--- src/rtl/id_ex_pipeline_register_pkg.sv ---
// ID/EX boundary shared types: ALUOp and funct codes, control bundle.
// Imported by the register, its flop bank users and the bench.
package id_ex_pipeline_register_pkg;

  localparam int DATA_WIDTH     = 32;
  localparam int REG_ADDR_WIDTH = 5;
  localparam int CNT_WIDTH      = 16;

  localparam logic [1:0] ALUOP_ADD   = 2'b00;
  localparam logic [1:0] ALUOP_SUB   = 2'b01;
  localparam logic [1:0] ALUOP_RTYPE = 2'b10;

  localparam logic [5:0] FUNCT_ADD = 6'b100000;
  localparam logic [5:0] FUNCT_SUB = 6'b100010;
  localparam logic [5:0] FUNCT_AND = 6'b100100;
  localparam logic [5:0] FUNCT_OR  = 6'b100101;

  typedef struct packed {
    logic       valid;
    logic       reg_write;
    logic       memto_reg;
    logic       branch;
    logic       mem_read;
    logic       mem_write;
    logic       reg_dst;
    logic       alu_src;
    logic [1:0] alu_op;
  } ctrl_t;

  localparam int CTRL_WIDTH = $bits(ctrl_t);

  // An all-zero bundle is a bubble: no writes, no branch, ALUOp add.
  function automatic ctrl_t gate_ctrl(ctrl_t c);
    return c.valid ? c : '0;
  endfunction

endpackage

--- src/rtl/id_ex_pipeline_register_if.sv ---
// ID/EX bus: id_* fields from decode, ex_* registered copies to EX.
// master drives id_* and reads ex_*; slave is the register itself.
interface id_ex_pipeline_register_if #(
  parameter int DATA_WIDTH     = 32,
  parameter int REG_ADDR_WIDTH = 5,
  parameter int CNT_WIDTH      = 16
);
  logic                      id_valid;
  logic                      id_RegWrite;
  logic                      id_MemtoReg;
  logic                      id_Branch;
  logic                      id_MemRead;
  logic                      id_MemWrite;
  logic                      id_RegDst;
  logic                      id_ALUSrc;
  logic [1:0]                id_ALUOp;
  logic [DATA_WIDTH-1:0]     id_pc_plus4;
  logic [DATA_WIDTH-1:0]     id_read_data1;
  logic [DATA_WIDTH-1:0]     id_read_data2;
  logic [DATA_WIDTH-1:0]     id_sign_ext_imm;
  logic [REG_ADDR_WIDTH-1:0] id_rs;
  logic [REG_ADDR_WIDTH-1:0] id_rt;
  logic [REG_ADDR_WIDTH-1:0] id_rd;

  logic                      ex_valid;
  logic                      ex_RegWrite;
  logic                      ex_MemtoReg;
  logic                      ex_Branch;
  logic                      ex_MemRead;
  logic                      ex_MemWrite;
  logic                      ex_RegDst;
  logic                      ex_ALUSrc;
  logic [1:0]                ex_ALUOp;
  logic [DATA_WIDTH-1:0]     ex_pc_plus4;
  logic [DATA_WIDTH-1:0]     ex_read_data1;
  logic [DATA_WIDTH-1:0]     ex_read_data2;
  logic [DATA_WIDTH-1:0]     ex_sign_ext_imm;
  logic [REG_ADDR_WIDTH-1:0] ex_rs;
  logic [REG_ADDR_WIDTH-1:0] ex_rt;
  logic [REG_ADDR_WIDTH-1:0] ex_rd;
  logic [5:0]                ex_funct;
  logic [CNT_WIDTH-1:0]      ex_bubble_count;

  modport master (
    output id_valid, id_RegWrite, id_MemtoReg,
    output id_Branch, id_MemRead, id_MemWrite,
    output id_RegDst, id_ALUSrc, id_ALUOp,
    output id_pc_plus4, id_read_data1,
    output id_read_data2, id_sign_ext_imm,
    output id_rs, id_rt, id_rd,
    input  ex_valid, ex_RegWrite, ex_MemtoReg,
    input  ex_Branch, ex_MemRead, ex_MemWrite,
    input  ex_RegDst, ex_ALUSrc, ex_ALUOp,
    input  ex_pc_plus4, ex_read_data1,
    input  ex_read_data2, ex_sign_ext_imm,
    input  ex_rs, ex_rt, ex_rd,
    input  ex_funct, ex_bubble_count
  );

  modport slave (
    input  id_valid, id_RegWrite, id_MemtoReg,
    input  id_Branch, id_MemRead, id_MemWrite,
    input  id_RegDst, id_ALUSrc, id_ALUOp,
    input  id_pc_plus4, id_read_data1,
    input  id_read_data2, id_sign_ext_imm,
    input  id_rs, id_rt, id_rd,
    output ex_valid, ex_RegWrite, ex_MemtoReg,
    output ex_Branch, ex_MemRead, ex_MemWrite,
    output ex_RegDst, ex_ALUSrc, ex_ALUOp,
    output ex_pc_plus4, ex_read_data1,
    output ex_read_data2, ex_sign_ext_imm,
    output ex_rs, ex_rt, ex_rd,
    output ex_funct, ex_bubble_count
  );
endinterface

--- src/rtl/id_ex_pipeline_register_pipe_reg.sv ---
// pipe_reg: W-bit flop bank, async active-high reset, sync clear, enable.
// Ports: clk, rst, en (load), clr (zero, beats en), d, q.
module pipe_reg #(
  parameter int W = 8
) (
  input  logic         clk,
  input  logic         rst,
  input  logic         en,
  input  logic         clr,
  input  logic [W-1:0] d,
  output logic [W-1:0] q
);

  always_ff @(posedge clk or posedge rst) begin
    if (rst)
      q <= '0;
    else if (clr)
      q <= '0;
    else if (en)
      q <= d;
  end

endmodule

--- src/rtl/id_ex_pipeline_register.sv ---
// ID/EX pipeline register with stall hold, flush bubble, bubble counter.
// Ports: clk, reset (async high), stall, flush, bus (slave: id_* in, ex_* out).
module id_ex_pipeline_register
  import id_ex_pipeline_register_pkg::*;
#(
  parameter int DATA_WIDTH     = 32,
  parameter int REG_ADDR_WIDTH = 5,
  parameter int CNT_WIDTH      = 16
) (
  input  logic clk,
  input  logic reset,
  input  logic stall,
  input  logic flush,
  id_ex_pipeline_register_if.slave bus
);

  localparam int DBW = 4*DATA_WIDTH + 3*REG_ADDR_WIDTH;

  ctrl_t          id_ctrl;
  ctrl_t          ctrl_d;
  ctrl_t          ctrl_q;
  logic [DBW-1:0] data_d;
  logic [DBW-1:0] data_q;
  logic           bubble;
  logic [CNT_WIDTH-1:0] cnt;

  always_comb begin
    id_ctrl           = '0;
    id_ctrl.valid     = bus.id_valid;
    id_ctrl.reg_write = bus.id_RegWrite;
    id_ctrl.memto_reg = bus.id_MemtoReg;
    id_ctrl.branch    = bus.id_Branch;
    id_ctrl.mem_read  = bus.id_MemRead;
    id_ctrl.mem_write = bus.id_MemWrite;
    id_ctrl.reg_dst   = bus.id_RegDst;
    id_ctrl.alu_src   = bus.id_ALUSrc;
    id_ctrl.alu_op    = bus.id_ALUOp;
  end

  // Invalid ID slot loads its data but never its controls.
  assign ctrl_d = gate_ctrl(id_ctrl);

  assign data_d = {
    bus.id_pc_plus4,
    bus.id_read_data1,
    bus.id_read_data2,
    bus.id_sign_ext_imm,
    bus.id_rs,
    bus.id_rt,
    bus.id_rd
  };

  pipe_reg #(.W(CTRL_WIDTH)) u_ctrl (
    .clk (clk),
    .rst (reset),
    .en  (~stall),
    .clr (flush),
    .d   (ctrl_d),
    .q   (ctrl_q)
  );

  pipe_reg #(.W(DBW)) u_data (
    .clk (clk),
    .rst (reset),
    .en  (~stall),
    .clr (flush),
    .d   (data_d),
    .q   (data_q)
  );

  assign bus.ex_valid    = ctrl_q.valid;
  assign bus.ex_RegWrite = ctrl_q.reg_write;
  assign bus.ex_MemtoReg = ctrl_q.memto_reg;
  assign bus.ex_Branch   = ctrl_q.branch;
  assign bus.ex_MemRead  = ctrl_q.mem_read;
  assign bus.ex_MemWrite = ctrl_q.mem_write;
  assign bus.ex_RegDst   = ctrl_q.reg_dst;
  assign bus.ex_ALUSrc   = ctrl_q.alu_src;
  assign bus.ex_ALUOp    = ctrl_q.alu_op;

  assign {
    bus.ex_pc_plus4,
    bus.ex_read_data1,
    bus.ex_read_data2,
    bus.ex_sign_ext_imm,
    bus.ex_rs,
    bus.ex_rt,
    bus.ex_rd
  } = data_q;

  assign bus.ex_funct = bus.ex_sign_ext_imm[5:0];

  // A flush always bubbles; a stalled cycle inserts nothing.
  assign bubble = flush | (~stall & ~bus.id_valid);

  always_ff @(posedge clk or posedge reset) begin
    if (reset)
      cnt <= '0;
    else if (bubble && (cnt != '1))
      cnt <= cnt + CNT_WIDTH'(1);
  end

  assign bus.ex_bubble_count = cnt;

endmodule

--- src/flat_wrapper.sv ---
// flat-port wrapper written by rule: the top's interface ports become plain ports
module id_ex_pipeline_register_flat import id_ex_pipeline_register_pkg::*;
#(
  parameter int DATA_WIDTH     = 32,
  parameter int REG_ADDR_WIDTH = 5,
  parameter int CNT_WIDTH      = 16
)
  (clk, reset, stall, flush, bus_id_valid, bus_id_RegWrite, bus_id_MemtoReg, bus_id_Branch, bus_id_MemRead, bus_id_MemWrite, bus_id_RegDst, bus_id_ALUSrc, bus_id_ALUOp, bus_id_pc_plus4, bus_id_read_data1, bus_id_read_data2, bus_id_sign_ext_imm, bus_id_rs, bus_id_rt, bus_id_rd, bus_ex_valid, bus_ex_RegWrite, bus_ex_MemtoReg, bus_ex_Branch, bus_ex_MemRead, bus_ex_MemWrite, bus_ex_RegDst, bus_ex_ALUSrc, bus_ex_ALUOp, bus_ex_pc_plus4, bus_ex_read_data1, bus_ex_read_data2, bus_ex_sign_ext_imm, bus_ex_rs, bus_ex_rt, bus_ex_rd, bus_ex_funct, bus_ex_bubble_count);
  id_ex_pipeline_register_if #(.DATA_WIDTH(DATA_WIDTH), .REG_ADDR_WIDTH(REG_ADDR_WIDTH), .CNT_WIDTH(CNT_WIDTH)) bus_i ();
  input  logic clk;
  input  logic reset;
  input  logic stall;
  input  logic flush;
  input wire logic [$bits(bus_i.id_valid)-1:0] bus_id_valid;
  input wire logic [$bits(bus_i.id_RegWrite)-1:0] bus_id_RegWrite;
  input wire logic [$bits(bus_i.id_MemtoReg)-1:0] bus_id_MemtoReg;
  input wire logic [$bits(bus_i.id_Branch)-1:0] bus_id_Branch;
  input wire logic [$bits(bus_i.id_MemRead)-1:0] bus_id_MemRead;
  input wire logic [$bits(bus_i.id_MemWrite)-1:0] bus_id_MemWrite;
  input wire logic [$bits(bus_i.id_RegDst)-1:0] bus_id_RegDst;
  input wire logic [$bits(bus_i.id_ALUSrc)-1:0] bus_id_ALUSrc;
  input wire logic [$bits(bus_i.id_ALUOp)-1:0] bus_id_ALUOp;
  input wire logic [$bits(bus_i.id_pc_plus4)-1:0] bus_id_pc_plus4;
  input wire logic [$bits(bus_i.id_read_data1)-1:0] bus_id_read_data1;
  input wire logic [$bits(bus_i.id_read_data2)-1:0] bus_id_read_data2;
  input wire logic [$bits(bus_i.id_sign_ext_imm)-1:0] bus_id_sign_ext_imm;
  input wire logic [$bits(bus_i.id_rs)-1:0] bus_id_rs;
  input wire logic [$bits(bus_i.id_rt)-1:0] bus_id_rt;
  input wire logic [$bits(bus_i.id_rd)-1:0] bus_id_rd;
  output wire logic [$bits(bus_i.ex_valid)-1:0] bus_ex_valid;
  output wire logic [$bits(bus_i.ex_RegWrite)-1:0] bus_ex_RegWrite;
  output wire logic [$bits(bus_i.ex_MemtoReg)-1:0] bus_ex_MemtoReg;
  output wire logic [$bits(bus_i.ex_Branch)-1:0] bus_ex_Branch;
  output wire logic [$bits(bus_i.ex_MemRead)-1:0] bus_ex_MemRead;
  output wire logic [$bits(bus_i.ex_MemWrite)-1:0] bus_ex_MemWrite;
  output wire logic [$bits(bus_i.ex_RegDst)-1:0] bus_ex_RegDst;
  output wire logic [$bits(bus_i.ex_ALUSrc)-1:0] bus_ex_ALUSrc;
  output wire logic [$bits(bus_i.ex_ALUOp)-1:0] bus_ex_ALUOp;
  output wire logic [$bits(bus_i.ex_pc_plus4)-1:0] bus_ex_pc_plus4;
  output wire logic [$bits(bus_i.ex_read_data1)-1:0] bus_ex_read_data1;
  output wire logic [$bits(bus_i.ex_read_data2)-1:0] bus_ex_read_data2;
  output wire logic [$bits(bus_i.ex_sign_ext_imm)-1:0] bus_ex_sign_ext_imm;
  output wire logic [$bits(bus_i.ex_rs)-1:0] bus_ex_rs;
  output wire logic [$bits(bus_i.ex_rt)-1:0] bus_ex_rt;
  output wire logic [$bits(bus_i.ex_rd)-1:0] bus_ex_rd;
  output wire logic [$bits(bus_i.ex_funct)-1:0] bus_ex_funct;
  output wire logic [$bits(bus_i.ex_bubble_count)-1:0] bus_ex_bubble_count;
  assign bus_i.id_valid = bus_id_valid;
  assign bus_i.id_RegWrite = bus_id_RegWrite;
  assign bus_i.id_MemtoReg = bus_id_MemtoReg;
  assign bus_i.id_Branch = bus_id_Branch;
  assign bus_i.id_MemRead = bus_id_MemRead;
  assign bus_i.id_MemWrite = bus_id_MemWrite;
  assign bus_i.id_RegDst = bus_id_RegDst;
  assign bus_i.id_ALUSrc = bus_id_ALUSrc;
  assign bus_i.id_ALUOp = bus_id_ALUOp;
  assign bus_i.id_pc_plus4 = bus_id_pc_plus4;
  assign bus_i.id_read_data1 = bus_id_read_data1;
  assign bus_i.id_read_data2 = bus_id_read_data2;
  assign bus_i.id_sign_ext_imm = bus_id_sign_ext_imm;
  assign bus_i.id_rs = bus_id_rs;
  assign bus_i.id_rt = bus_id_rt;
  assign bus_i.id_rd = bus_id_rd;
  assign bus_ex_valid = bus_i.ex_valid;
  assign bus_ex_RegWrite = bus_i.ex_RegWrite;
  assign bus_ex_MemtoReg = bus_i.ex_MemtoReg;
  assign bus_ex_Branch = bus_i.ex_Branch;
  assign bus_ex_MemRead = bus_i.ex_MemRead;
  assign bus_ex_MemWrite = bus_i.ex_MemWrite;
  assign bus_ex_RegDst = bus_i.ex_RegDst;
  assign bus_ex_ALUSrc = bus_i.ex_ALUSrc;
  assign bus_ex_ALUOp = bus_i.ex_ALUOp;
  assign bus_ex_pc_plus4 = bus_i.ex_pc_plus4;
  assign bus_ex_read_data1 = bus_i.ex_read_data1;
  assign bus_ex_read_data2 = bus_i.ex_read_data2;
  assign bus_ex_sign_ext_imm = bus_i.ex_sign_ext_imm;
  assign bus_ex_rs = bus_i.ex_rs;
  assign bus_ex_rt = bus_i.ex_rt;
  assign bus_ex_rd = bus_i.ex_rd;
  assign bus_ex_funct = bus_i.ex_funct;
  assign bus_ex_bubble_count = bus_i.ex_bubble_count;
  id_ex_pipeline_register #(.DATA_WIDTH(DATA_WIDTH), .REG_ADDR_WIDTH(REG_ADDR_WIDTH), .CNT_WIDTH(CNT_WIDTH)) u_core (.clk(clk), .reset(reset), .stall(stall), .flush(flush), .bus(bus_i));
endmodule
--- config.mk ---
export PLATFORM = sky130hd
export DESIGN_NAME = id_ex_pipeline_register_flat
export DESIGN_NICKNAME = d
export VERILOG_FILES = /design/src/rtl/id_ex_pipeline_register_pkg.sv /design/src/rtl/id_ex_pipeline_register_if.sv /design/src/rtl/id_ex_pipeline_register_pipe_reg.sv /design/src/rtl/id_ex_pipeline_register.sv /design/src/flat_wrapper.sv
export SDC_FILE = /design/constraint.sdc
export NUM_CORES = 1
export LEC_CHECK = 0
export CAP_MARGIN = 30
export CORE_ASPECT_RATIO = 1.25
export CORE_MARGIN = 8
export CORE_UTILIZATION = 44
export DETAILED_ROUTE_END_ITERATION = 7
export HOLD_SLACK_MARGIN = 0.03
export PLACE_DENSITY = 0.85
export REMOVE_ABC_BUFFERS = 1
export SLEW_MARGIN = 20
export SYNTH_ARGS = -nofsm -noshare
export SYNTH_HDL_FRONTEND = slang
export SYNTH_SLANG_ARGS = --single-unit
--- constraint.sdc ---
create_clock -name clk -period 9.2 [get_ports clk]
set_input_delay 0.92 -clock clk [delete_from_list [all_inputs] [get_ports clk]]
set_output_delay 0.92 -clock clk [all_outputs]
set_load 0.005 [all_outputs]
==> flow_summary.toml <==
[run_status]
status = "finished clean"

[clocking]
clkTransAtPathRegs_ns = 0.06
postCtsHoldBufs = 0
cts_htree_levels = 4
clock_latency_ns = 0.42
cts_buffer_depth = 2
clock_sinks = 169
cts_tree = "done"
tritoncts.num_buffers = 17
root_buffer = "clkbuf_16"
post_cts_resize_count = 0
post_cts_buffers = 0

[worst_setup_path]
end_kind = "flip-flop"
crit_buf_inv = 3
worst-path-max-fanout = 70
startpoint_type = "input port"
crit_chain = "clkbuf_8, buf_4, o21bai_4, inv_1, nor2_2, mux2_4"
r2r.worst_path.cells = 5
r2r_end = "u_core.bus.ex_bubble_count[1]"
worst_path_max_delay_cell = "buf_4"
r2r-start = "u_core.bus.ex_bubble_count[0]"
cp.required_ns = 9.50
cp.arrival_ns = 2.87
critPathKind = "input port to flip-flop"
slowest_delay_ns = 0.65
crit_family = "buffers and inverters"
ff2ff_setup_slack_ns = 7.32

[floorplanning]
die_w_um = 129
io-pin-count = 332
core_area_um2 = 15600
rows = 51
die-height_um = 157
die-area_um2 = 20100
initial_core_util_pct = 44.8

[power]
share_comb_of_total_power_pct = 18.0
powerDensity_nw_per_um2 = 176
pwr-share-seq_pct = 43.8
leakagePower_nw = 5.18
internal_power_w = 0.00146
peakVddDrop_mv = 0.103
switching_share_pct = 24.9
p_switching_w = 0.000484
clkPwrFrac_pct = 38.2

[synthesis]
ys_seq_area_share_pct = 60.7
synth_area_leader_cell = "dfrtp_1"
netlist.area_leader.share_pct = 60.7
yosysMostFrequentCell = "dfrtp_1"
synthFlopType = "dfrtp_1"
synth_cell_types = 29
ys_async_sr_fraction_pct = 100
syn_area_um2 = 6970
synth_common_cells = "169 x dfrtp_1, 167 x nor2_1, 143 x mux2i_1"
synth_warnings = 0
synth_edf_count = 0
ys_ff_latch = 169
syn_inst = 594
synth_area_leaders = "dfrtp_1 61%, mux2i_1 21%, nor2_1 9.0%"
syn_avg_cell_area_um2 = 11.7

[final_layout]
fill_cells = 1141
final_layout_size_suffix_gt1_share_pct = 4.99
syn_to_final_growth_pct = 58.4
layout.nets = 1066

[timing]
skew_ns = 0.00754
tightestPinTransition_ns = 0.911
slew_headroom_pct = 39.3
slew_violations = 0
rsz0062_at_grt = "no"
setup-violations-final = 0
fin_ws_ns = 6.63
fin_tns_setup_ns = 0
period_share_pct = 27.9
max_freq_mhz = 389
min_period_ns = 2.57
hold_violations = 0

[placement]
place_ws_ns = 6.18
place.gp.congestion = 0.835
portBuffers = 331
place_hpwl_mm = 16.4

[min_path]
min_path_type = "flip-flop to flip-flop"
min-delay-start = "u_core.u_ctrl.q[0]"
whs_path_depth = 2
min_to = "u_core.u_ctrl.q[0]"

[route]
vias = 5662
drt_iter0_markers = 349
drt_wl_total_mm = 22.6
first_pass_iters = 4
remaining_drc_errors = 0
vias_per_cell = 4.98
wl_per_cell_um = 19.9
postRouteAntennaNets = 0

[flow_run]
cap_violations = 0

[global_routing]
grt_overflow = 0
grt_max_degree = 92
grt_pass1_wl_mm = 33.5
first_global_vias = 5864
gr-usage-all-layers_pct = 22.1
antenna_found_initial = 3
[power groups by stage]
stage	clock network [W]	registers [W]	logic, W
floorplan	0	0.000859	0.000103
global placement	0	0.000859	0.000343
detailed placement	0	0.000860	0.000352
CTS	0.000756	0.000849	0.000355
global route	0.000786	0.000858	0.000379
finish	0.000741	0.000850	0.000350
[cells in the final DEF (no fill, tap or decap), types with 3 or more instances in the layout]
cell / n
clkdlybuf4s50_1: 329
dfrtp_1: 169
nor2_1: 167
mux2i_1: 143
clkbuf_16: 17
nand2_1: 14
a21oi_1: 11
xor2_1: 10
buf_4: 6
nor3_1: 5
nand4_1: 4
nand3_1: 4
diode_2: 3
inv_6: 3
inv_1: 3
o21ai_0: 3
a41oi_1: 3
bufinv_16: 3
clkinvlp_4: 3
clkbuf_8: 3
[registers in the layout (all words and copies together), names as in the netlist]
register,cells
u_core.u_data.q,143
u_core.bus.ex_bubble_count,16
u_core.u_ctrl.q,10
[routing by layer]
metal	vias to the layer above	global-route usage, %	share of wire [%]
met5	-	0	0
met4	0	12.2	4.0
met3	48	7.29	8.8
met2	244	37.6	51
met1	2755	23.7	36
li1	2615	-	-
[layout make-up]
class / count / area, um^2 / area share [%]
clock inverters: 12 / 164 / 1.49
flip-flops and latches: 169 / 4230 / 38.3
multi-input cells: 379 / 2520 / 22.9
repair buffers: 337 / 3370 / 30.6
well taps: 212 / 265 / 2.40
diodes: 3 / 7.51 / 0.0680
clock buffers: 20 / 457 / 4.14
inverters: 4 / 20.0 / 0.181
[worst max path at each step]
stage                     depth (start not counted)  start                             to
after detailed placement                          6  stall  u_core.bus.ex_bubble_count[1]
after CTS                                         6  stall  u_core.bus.ex_bubble_count[1]
final                                             6  stall  u_core.bus.ex_bubble_count[1]
after floorplan                                   1  reset  u_core.bus.ex_bubble_count[0]
after global routing                              6  stall  u_core.bus.ex_bubble_count[1]
after global placement                            3  reset            u_core.u_data.q[84]
[through the flow]
step / hold WS (ns) / util (%) / cells / total power, W / instance area [um^2]
final: 0.518 / 70.9 / 1136 / 0.00194 / 11000
after global routing: 0.535 / 70.9 / 1136 / 0.00202 / 11000
after CTS: 0.522 / 70.8 / 1133 / 0.00196 / 11000
after detailed placement: 0.507 / 66.9 / 1101 / 0.00121 / 10400
after global placement: 0.495 / 66.7 / 1100 / 0.00120 / 10400
after floorplan: 0.497 / - / 552 / 0.000962 / 6770
[kinds of logic (layout without fill, tap and decap cells)]
logic type | Yosys count | in the layout | synth area share, %
other | 0 | 3 | 0
adder cells (fa/ha/maj) | 1 | 1 | 0.180
AND/OR/NAND/NOR | 204 | 204 | 12.1
multiplexers | 144 | 144 | 20.8
flip-flops | 169 | 169 | 60.7
buffers and inverters | 46 | 373 | 3.12
XOR/XNOR | 10 | 10 | 1.26
AO/OA/AOI/OAI | 20 | 20 | 1.92
[worst reg2reg max path, stage by stage, from the launching register on]
cell     delay, ns
dfrtp_1       0.43
ha_1          0.26
nand3_1       0.21
nor4_4        0.48
nor2_2        0.09
mux2_4        0.31
(Power assumes the default switching activity.)
